File: src/rtl/seg7_scan_driver.sv
// seg7_scan_driver: four-digit multiplexed seven-segment scan driver.
// A synchronised rising edge of refresh_in advances the scan by one digit.
// Each digit switch is followed by an all-off blank interval.
// The digit shown is snapshotted at the strobe, so later input changes cannot tear it.
// Optional feature macro: SEG7_COLON_BLINK_EN gates the digit 2 dp with a 1 Hz phase.
module seg7_scan_driver #(
    parameter int BLANK_CYCLES   = 16,
    parameter bit SEG_ACTIVE_LOW = 1'b1,
    parameter bit AN_ACTIVE_LOW  = 1'b1
) (
    input  logic        clk,
    input  logic        rst,
    input  logic        refresh_in,
    input  logic [15:0] digits,
    input  logic [3:0]  dp_mask,
    input  logic        lz_blank,
    output logic [3:0]  an,
    output logic [6:0]  seg,
    output logic        dp,
    output logic        frame_done
);

    typedef enum logic [1:0] {
        ST_IDLE,
        ST_BLANK,
        ST_SHOW
    } state_t;

    localparam logic [7:0] CNT_LOAD = (BLANK_CYCLES == 0) ? 8'd0 : 8'(BLANK_CYCLES - 1);
    localparam logic [3:0] AN_OFF   = AN_ACTIVE_LOW  ? 4'hF  : 4'h0;
    localparam logic [6:0] SEG_OFF  = SEG_ACTIVE_LOW ? 7'h7F : 7'h00;
    localparam logic       DP_OFF   = SEG_ACTIVE_LOW;

    logic       sync1_q, sync1_d, sync2_q, sync2_d, sync3_q, sync3_d;
    logic       strobe_q, strobe_d;
    state_t     state_q, state_d;
    logic [1:0] idx_q, idx_d;
    logic [7:0] cnt_q, cnt_d;
    logic [3:0] snap_nib_q, snap_nib_d;
    logic       snap_dp_q, snap_dp_d;
    logic       snap_lz_q, snap_lz_d;
    logic [3:0] an_q, an_d;
    logic [6:0] seg_q, seg_d;
    logic       dp_q, dp_d;
    logic       frame_done_q, frame_done_d;
    logic [3:0] an_lit;
    logic [6:0] seg_lit;
    logic       dp_lit;
    logic       dp_gate;

    // Active-high glyph for a nibble; non-BCD values show a dash.
    function automatic logic [6:0] glyph(input logic [3:0] nib);
        case (nib)
            4'd0:    glyph = 7'h3F;
            4'd1:    glyph = 7'h06;
            4'd2:    glyph = 7'h5B;
            4'd3:    glyph = 7'h4F;
            4'd4:    glyph = 7'h66;
            4'd5:    glyph = 7'h6D;
            4'd6:    glyph = 7'h7D;
            4'd7:    glyph = 7'h07;
            4'd8:    glyph = 7'h7F;
            4'd9:    glyph = 7'h6F;
            default: glyph = 7'h40;
        endcase
    endfunction

    // Two-flop synchroniser followed by a registered rising-edge detect.
    always_comb begin
        sync1_d  = refresh_in;
        sync2_d  = sync1_q;
        sync3_d  = sync2_q;
        strobe_d = sync2_q & ~sync3_q;
    end

`ifdef SEG7_COLON_BLINK_EN
    logic [8:0] scnt_q, scnt_d;
    logic       phase_q, phase_d;

    // Strobe counter 0..499; the blink phase flips on each wrap.
    always_comb begin
        scnt_d  = scnt_q;
        phase_d = phase_q;
        if (strobe_q) begin
            if (scnt_q == 9'd499) begin
                scnt_d  = '0;
                phase_d = ~phase_q;
            end else begin
                scnt_d = scnt_q + 9'd1;
            end
        end
    end

    // Blink phase register (starts lit).
    always_ff @(posedge clk or posedge rst) begin
        if (rst) begin
            scnt_q  <= '0;
            phase_q <= 1'b1;
        end else begin
            scnt_q  <= scnt_d;
            phase_q <= phase_d;
        end
    end

    assign dp_gate = (idx_d != 2'd2) | phase_q;
`else
    assign dp_gate = 1'b1;
`endif

    // State register plus synchroniser, snapshot and output registers.
    always_ff @(posedge clk or posedge rst) begin
        if (rst) begin
            sync1_q      <= 1'b0;
            sync2_q      <= 1'b0;
            sync3_q      <= 1'b0;
            strobe_q     <= 1'b0;
            state_q      <= ST_IDLE;
            idx_q        <= '0;
            cnt_q        <= '0;
            snap_nib_q   <= '0;
            snap_dp_q    <= 1'b0;
            snap_lz_q    <= 1'b0;
            an_q         <= AN_OFF;
            seg_q        <= SEG_OFF;
            dp_q         <= DP_OFF;
            frame_done_q <= 1'b0;
        end else begin
            sync1_q      <= sync1_d;
            sync2_q      <= sync2_d;
            sync3_q      <= sync3_d;
            strobe_q     <= strobe_d;
            state_q      <= state_d;
            idx_q        <= idx_d;
            cnt_q        <= cnt_d;
            snap_nib_q   <= snap_nib_d;
            snap_dp_q    <= snap_dp_d;
            snap_lz_q    <= snap_lz_d;
            an_q         <= an_d;
            seg_q        <= seg_d;
            dp_q         <= dp_d;
            frame_done_q <= frame_done_d;
        end
    end

    // Next state: a strobe advances the digit and restarts the blank interval from any state.
    always_comb begin
        state_d      = state_q;
        idx_d        = idx_q;
        cnt_d        = cnt_q;
        snap_nib_d   = snap_nib_q;
        snap_dp_d    = snap_dp_q;
        snap_lz_d    = snap_lz_q;
        frame_done_d = 1'b0;
        if (strobe_q) begin
            idx_d        = (state_q == ST_IDLE) ? 2'd0 : idx_q + 2'd1;
            frame_done_d = (state_q != ST_IDLE) && (idx_q == 2'd3);
            state_d      = (BLANK_CYCLES == 0) ? ST_SHOW : ST_BLANK;
            cnt_d        = CNT_LOAD;
            snap_nib_d   = digits[{idx_d, 2'b00} +: 4];
            snap_dp_d    = dp_mask[idx_d] & dp_gate;
            snap_lz_d    = lz_blank && (idx_d == 2'd3) && (snap_nib_d == 4'd0);
        end else if (state_q == ST_BLANK) begin
            if (cnt_q == 8'd0) begin
                state_d = ST_SHOW;
            end else begin
                cnt_d = cnt_q - 8'd1;
            end
        end
    end

    // Outputs: computed from the next state so the registered outputs line up with the state.
    always_comb begin
        an_lit  = '0;
        seg_lit = '0;
        dp_lit  = 1'b0;
        if (state_d == ST_SHOW) begin
            an_lit  = 4'b0001 << idx_d;
            seg_lit = snap_lz_d ? 7'h00 : glyph(snap_nib_d);
            dp_lit  = snap_dp_d;
        end
        an_d  = AN_ACTIVE_LOW  ? ~an_lit  : an_lit;
        seg_d = SEG_ACTIVE_LOW ? ~seg_lit : seg_lit;
        dp_d  = SEG_ACTIVE_LOW ? ~dp_lit  : dp_lit;
    end

    assign an         = an_q;
    assign seg        = seg_q;
    assign dp         = dp_q;
    assign frame_done = frame_done_q;

endmodule

File: config.mk
export PLATFORM = sky130hd
export DESIGN_NAME = seg7_scan_driver
export DESIGN_NICKNAME = d
export VERILOG_FILES = /design/src/rtl/seg7_scan_driver.sv
export SDC_FILE = /design/constraint.sdc
export NUM_CORES = 1
export LEC_CHECK = 0
export BUFFER_PORTS_ARGS = -buffer_cell sky130_fd_sc_hd__buf_2
export CAP_MARGIN = 5
export CORE_ASPECT_RATIO = 0.5
export CORE_MARGIN = 2
export CORE_UTILIZATION = 45
export CTS_BUF_LIST = sky130_fd_sc_hd__clkbuf_4
export DETAILED_ROUTE_END_ITERATION = 8
export MAX_ROUTING_LAYER = met4
export PLACE_DENSITY_LB_ADDON = 0.12
export SYNTH_ARGS = -nofsm -noshare
export SYNTH_HDL_FRONTEND = slang
export SYNTH_SLANG_ARGS = --single-unit
File: constraint.sdc
create_clock -name clk -period 2.3 [get_ports clk]
set_input_delay 0.46 -clock clk [delete_from_list [all_inputs] [get_ports clk]]
set_output_delay 0.46 -clock clk [all_outputs]
set_load 0.02 [all_outputs]
# After elaboration in Yosys (flattened, before gate mapping)
# Memory sizes are Yosys's and may differ from the RTL's.
# Cells that the tools add are included.
[word_totals]
reg_bits = 35
n_memories = 1
rom_bits = 112
wordCells = 57
[memory_table]
columns = ["memory", "depth", "word_bits", "read_ports", "rd_clocked_by_memory_dff", "write_ports", "line_no", "text"]
rows = [
  ["(no name shown)", 16, 7, 1, 0, 0, "53", "case (nib)"],
]
[op_classes]
muxes = 18
n_reduce_logical = 9
eq_ne = 5
order_cmp = 1
bitwise = 5
n_shift = 2
n_addsub = 2
[op_table]
columns = ["operator", "count"]
rows = [
  ["two-way mux 8 bit", 3],
  ["indexed part select 16 x 5 -> 4 bit", 1],
  ["two-way mux 7 bit", 2],
  ["two-way mux 2 bit", 5],
  ["logical NOT 8 bit", 1],
  ["two-way mux 4 bit", 2],
  ["subtractor 8 x 1 -> 8 bit, second input constant", 1],
  ["inverter 7 bit", 1],
  ["== test 2 bit, second input constant", 3],
  ["two-way mux 1 bit", 5],
  ["logical NOT 4 bit", 1],
  ["inverter 4 bit", 1],
  ["nonzero test 2 bit", 2],
  ["<< shifter 1 x 2 -> 4 bit, first input constant", 1],
  ["logical AND 1 bit", 3],
  ["< comparator 2 x 3 -> 1 bit, second input constant", 1],
  ["adder 2 x 1 -> 2 bit, second input constant", 1],
  ["binary-select mux 1 bit (select 2 bit)", 1],
  ["== test 2 x 1 -> 1 bit, second input constant", 1],
  ["logical NOT 2 bit", 1],
  ["inequality test 2 bit, second input constant", 1],
  ["inverter 1 bit", 2],
  ["AND reduction 2 bit", 1],
  ["bitwise AND 1 bit", 1],
]

# Logic depth before layout (Yosys ltp)
[logic_depth]
depth_word = 9
mapped_depth = 11
mapped_depth_nobuf = 10

# Worst setup path after synthesis
# Ideal clock, no wire load.
[synth_path]
path_type = "register to register"
startpoint = "register idx_q[0]"
endpoint = "register seg_q[0], in the netlist seg[0]"
required_ns = 2.216
path_buffers = 1
arrival_ns = 2.179
slack_ns = 0.037
setup_ns = 0.084
synth_period_minus_slack_ns = 2.263
path_stages_with_launch = 10
path_cell_list = "dfrtp_1 > buf_1 > mux2_2 > a221oi_1 > o21ai_0 > o21ai_0 > inv_1 > ha_1 > mux2i_1 > a21oi_1"
[synth_lines]
columns = ["element", "line_no", "text"]
rows = [
  ["from (decl)", "37", "logic [1:0] idx_q, idx_d;"],
  ["from (signal assigned)", "133", "idx_q <= idx_d;"],
  ["adder 2 x 1 -> 2 bit", "155", "idx_d = (state_q == ST_IDLE) ? 2'd0 : idx_q + 2'd1;"],
  ["two-way mux 2 bit", "155", ""],
  ["indexed part select 16 x 5 -> 4 bit", "159", "snap_nib_d = digits[{idx_d, 2'b00} +: 4];"],
  ["two-way mux 4 bit", "154", "if (strobe_q) begin"],
  ["net snap_nib_d[0]", "39", "logic [3:0] snap_nib_q, snap_nib_d;"],
  ["memory (16 x 7 bit)", "-", ""],
  ["two-way mux 7 bit", "178", "seg_lit = snap_lz_d ? 7'h00 : glyph(snap_nib_d);"],
  ["two-way mux 7 bit", "176", "if (state_d == ST_SHOW) begin"],
  ["inverter 7 bit", "182", "seg_d = SEG_ACTIVE_LOW ? ~seg_lit : seg_lit;"],
  ["net seg_d[0]", "43", "logic [6:0] seg_q, seg_d;"],
  ["to (signal assigned)", "139", "seg_q <= seg_d;"],
  ["to (decl)", "43", ""],
]
# The timed path passes the listed nets, and every way through them passes these cells.
# A chain may end at the register's enable or synchronous reset.

# Worst setup path in the final report
[layout_path]
startpoint = "register cnt_q[2]"
endpoint = "register seg_q[5], in the netlist seg[5]"
[layout_via]
elab_chain_len = 7
[layout_lines]
columns = ["element", "line_no", "text"]
rows = [
  ["from (decl)", "38", "logic [7:0] cnt_q, cnt_d;"],
  ["from (signal assigned)", "134", "cnt_q <= cnt_d;"],
  ["logical NOT 8 bit", "163", "if (cnt_q == 8'd0) begin"],
  ["two-way mux 2 bit", "163", ""],
  ["two-way mux 2 bit", "162", "end else if (state_q == ST_BLANK) begin"],
  ["two-way mux 2 bit", "154", ""],
  ["== test 2 bit", "176", ""],
  ["two-way mux 7 bit", "176", ""],
  ["inverter 7 bit", "182", ""],
  ["net seg_d[5]", "43", ""],
]
# The timed path passes the listed nets, and every way through them passes these cells.

==> results.cfg <==
[clock_tree]
htreeDepth = 2
path_clk_slew_ps = 110
clk_path_buf_depth = 2
tritoncts = built
clk_latency_ps = 330
cts_buffers = 5
clock-sinks = 35
root_buffer = clkbuf_4

[power_and_ir_drop]
total_power_mw = 2.19
peakVddDrop_v = 0.000446
p_leak_nw = 1.00
pwr-share-clk_pct = 13.8
cellPowerDensity_nw_per_um2 = 1000
swShare_pct = 38.7
p_comb_share_pct = 48.3
cell_internal_pwr_mw = 1.34
switchingPower_uw = 846
p_seq_share_pct = 37.9

[critical_path]
r2r-start = cnt_q[2]
worstSetupPathType = register to register
required_ps = 2560
end_kind = register
r2r_slack_ps = 120
path_max_fanout = 5
arrival_ps = 2440
ff2ff_path_depth = 6
crit_start = cnt_q[2]
timing.critical_path.slowest_cell_delay_ps = 550
cpMostUsedCell = or4_4
critPathSlowestCell = or4_4
cp-start-kind = register
crit_chain = or4_4, or4_4, o22ai_4, and2_4, and4_4, a21oi_1
critPathTopFamily = simple AND/OR/NAND/NOR gates
r2r-end = seg[5]
worst-path-buf-inv = 0

[global_route]
grt_pass1_vias = 1315
grt_max_degree = 36
grt-ovfl-total = 0
globalRouteTotalUtil_pct = 18.0
antenna_found_initial = 0
grt_pass1_wl_microns = 6090

[placement]
dp_hpwl_microns = 2660
pre_cts_ws_ps = 128
place_area_sq_um = 2100
io_buffers = 36
dpl.cell_count = 266
gp_congestion = 0.872

[floorplan]
num_rows = 16
start_util_pct = 46.3
die_w_microns = 93.2
die_area_sq_um = 4530
core_sq_um = 3860
die-height_microns = 48.6
num_io_pins = 37

[sta]
fin_crit_sh_pct = 94.9
tns_ps = 0
fmax_mhz = 458
finalSetupViolations = 0
finClkSkew_ps = 10.3
fin_ws_ps = 117
finalMaxSlewViolations = 0
tightest_slew_ps = 491
rsz0062_at_grt = no
final_hold_viol_count = 0
maxSlewHeadroom_pct = 67.1
finalCriticalPeriod_ps = 2180
hold_slack_ps = 198

[drt]
antenna_left = 0
wirelength_microns = 3670
initialDrtViolationCount = 49
wl_per_cell_microns = 13.2
remaining_drc_errors = 0
vias = 1394
firstDrtPassIters = 5
via_per_inst = 5.03

[cells_and_area]
fin_nets = 255
drive_gt1_share_pct = 37.7
finalNonFillerCells = 277
fin_area_sq_um = 2180
area_growth_pct = 21.9
diodes = 0
final_util_pct = 56.5

[logic_synthesis]
syn_area_sq_um = 1790
synth_cell_type_count = 47
ys_warn_count = 0
synth_area_per_cell_sq_um = 10.5
ys_ff_latch = 35
syn_nets = 202
yosysSeqAreaShare_pct = 49.8
ys_async_sr_fraction_pct = 100
synth_edf_count = 0
syn_inst = 170
synth_ff_type = dfrtp_1

[job]
cap_violations = 0

[min_path]
hold_path.class = input port to async pin

[status]
status = completed
## synthesized netlist by cell type (all sizes together) (3+ instances only)
cell type | count | area share, %
nand2 | 8 | 1.7
o21ai | 10 | 2.8
nor3 | 3 | 0.84
a221oi | 3 | 2.4
dfstp | 12 | 18
or3 | 3 | 1.1
nand3b | 3 | 1.3
nor2b | 5 | 1.9
xor2 | 4 | 2.0
clkbuf | 3 | 0.63
a21oi | 11 | 3.1
ha | 8 | 5.6
nand3 | 4 | 1.1
or4 | 3 | 1.7
mux2 | 3 | 1.9
inv | 13 | 2.7
dfrtp | 23 | 32
nor2 | 16 | 3.5
mux2i | 8 | 4.5
o22ai | 3 | 1.8
## per-layer routing
| layer | GRT usage [%] | vias up | share of wire (%) |
|---|---|---|---|
| li1 | - | 695 | - |
| met1 | 23.5 | 675 | 47 |
| met2 | 27.4 | 22 | 48 |
| met3 | 5.14 | 2 | 3.8 |
| met4 | 5.88 | 0 | 0.22 |
| met5 | - | - | 0 |
## cell usage in the layout (no fill, tap or decap), types with 2 or more instances in the layout
cell / count
or3_1: 2
or4_4: 2
o21ai_1: 2
o21ai_0: 8
dfrtp_1: 23
nor2_1: 15
buf_4: 15
buf_2: 36
mux2i_1: 8
inv_1: 13
a21oi_1: 11
clkinv_1: 3
nand3_1: 4
o31ai_1: 2
xnor2_1: 2
mux2_2: 3
ha_1: 8
nor3_1: 3
o22ai_1: 2
a21boi_1: 2
dfstp_2: 12
nor2b_1: 4
nand3b_1: 3
a221oi_1: 2
clkbuf_4: 5
nand2_1: 8
xor2_1: 4
## flip-flops by register name, summed over array words and instances (netlist names)
register / count
snap_lz_q: 1
dp: 1
sync1_q: 1
snap_nib_q: 4
idx_q: 2
an: 4
seg: 7
state_q: 2
sync2_q: 1
cnt_q: 8
strobe_q: 1
snap_dp_q: 1
sync3_q: 1
frame_done: 1
## worst max-delay path by stage
stage	slack (ps)	cells after the start	end
floorplan	40	9	seg[0]
global placement	150	6	seg[5]
detailed placement	130	6	seg[5]
CTS	100	6	seg[5]
global route	6	9	seg[0]
finish	120	6	seg[5]
## area by class of cell
type | count | area, sq um
fillers | 343 | 1680
flip-flops and latches | 35 | 891
multi-input cells | 115 | 828
repair buffers | 51 | 293
well taps | 54 | 67.6
inverters | 15 | 56.3
clock buffers | 5 | 37.5
clock inverters | 2 | 8.76
## power groups by stage
stage / Combinational [mW] / Sequential (mW) / Clock [mW]
after floorplan: 0.691 / 0.819 / 0
after global placement: 0.967 / 0.837 / 0
after detailed placement: 0.985 / 0.838 / 0
after CTS: 0.987 / 0.829 / 0.310
after global routing: 1.17 / 0.843 / 0.348
final: 1.06 / 0.828 / 0.303
## cells by family after synthesis
kind of cell | synth area share (%)
AND/OR/NAND/NOR | 17.7
AO/OA/AOI/OAI | 13.4
flip-flops | 49.8
buffers and inverters | 4.26
multiplexers | 6.36
adder cells (fa/ha/maj) | 5.59
XOR/XNOR | 2.93
## what timing repair did
action / CTS / global route
setup endpoints to repair: 0 / 4
hold buffers: 0 / 0
setup buffers: 0 / 4
gates resized for setup: 0 / 2
## worst min-delay path: stages
cell and delay [ps]:
buf_2 90, inv_1 40, buf_4 370
Note: power is estimated with default switching activity, not from simulation.
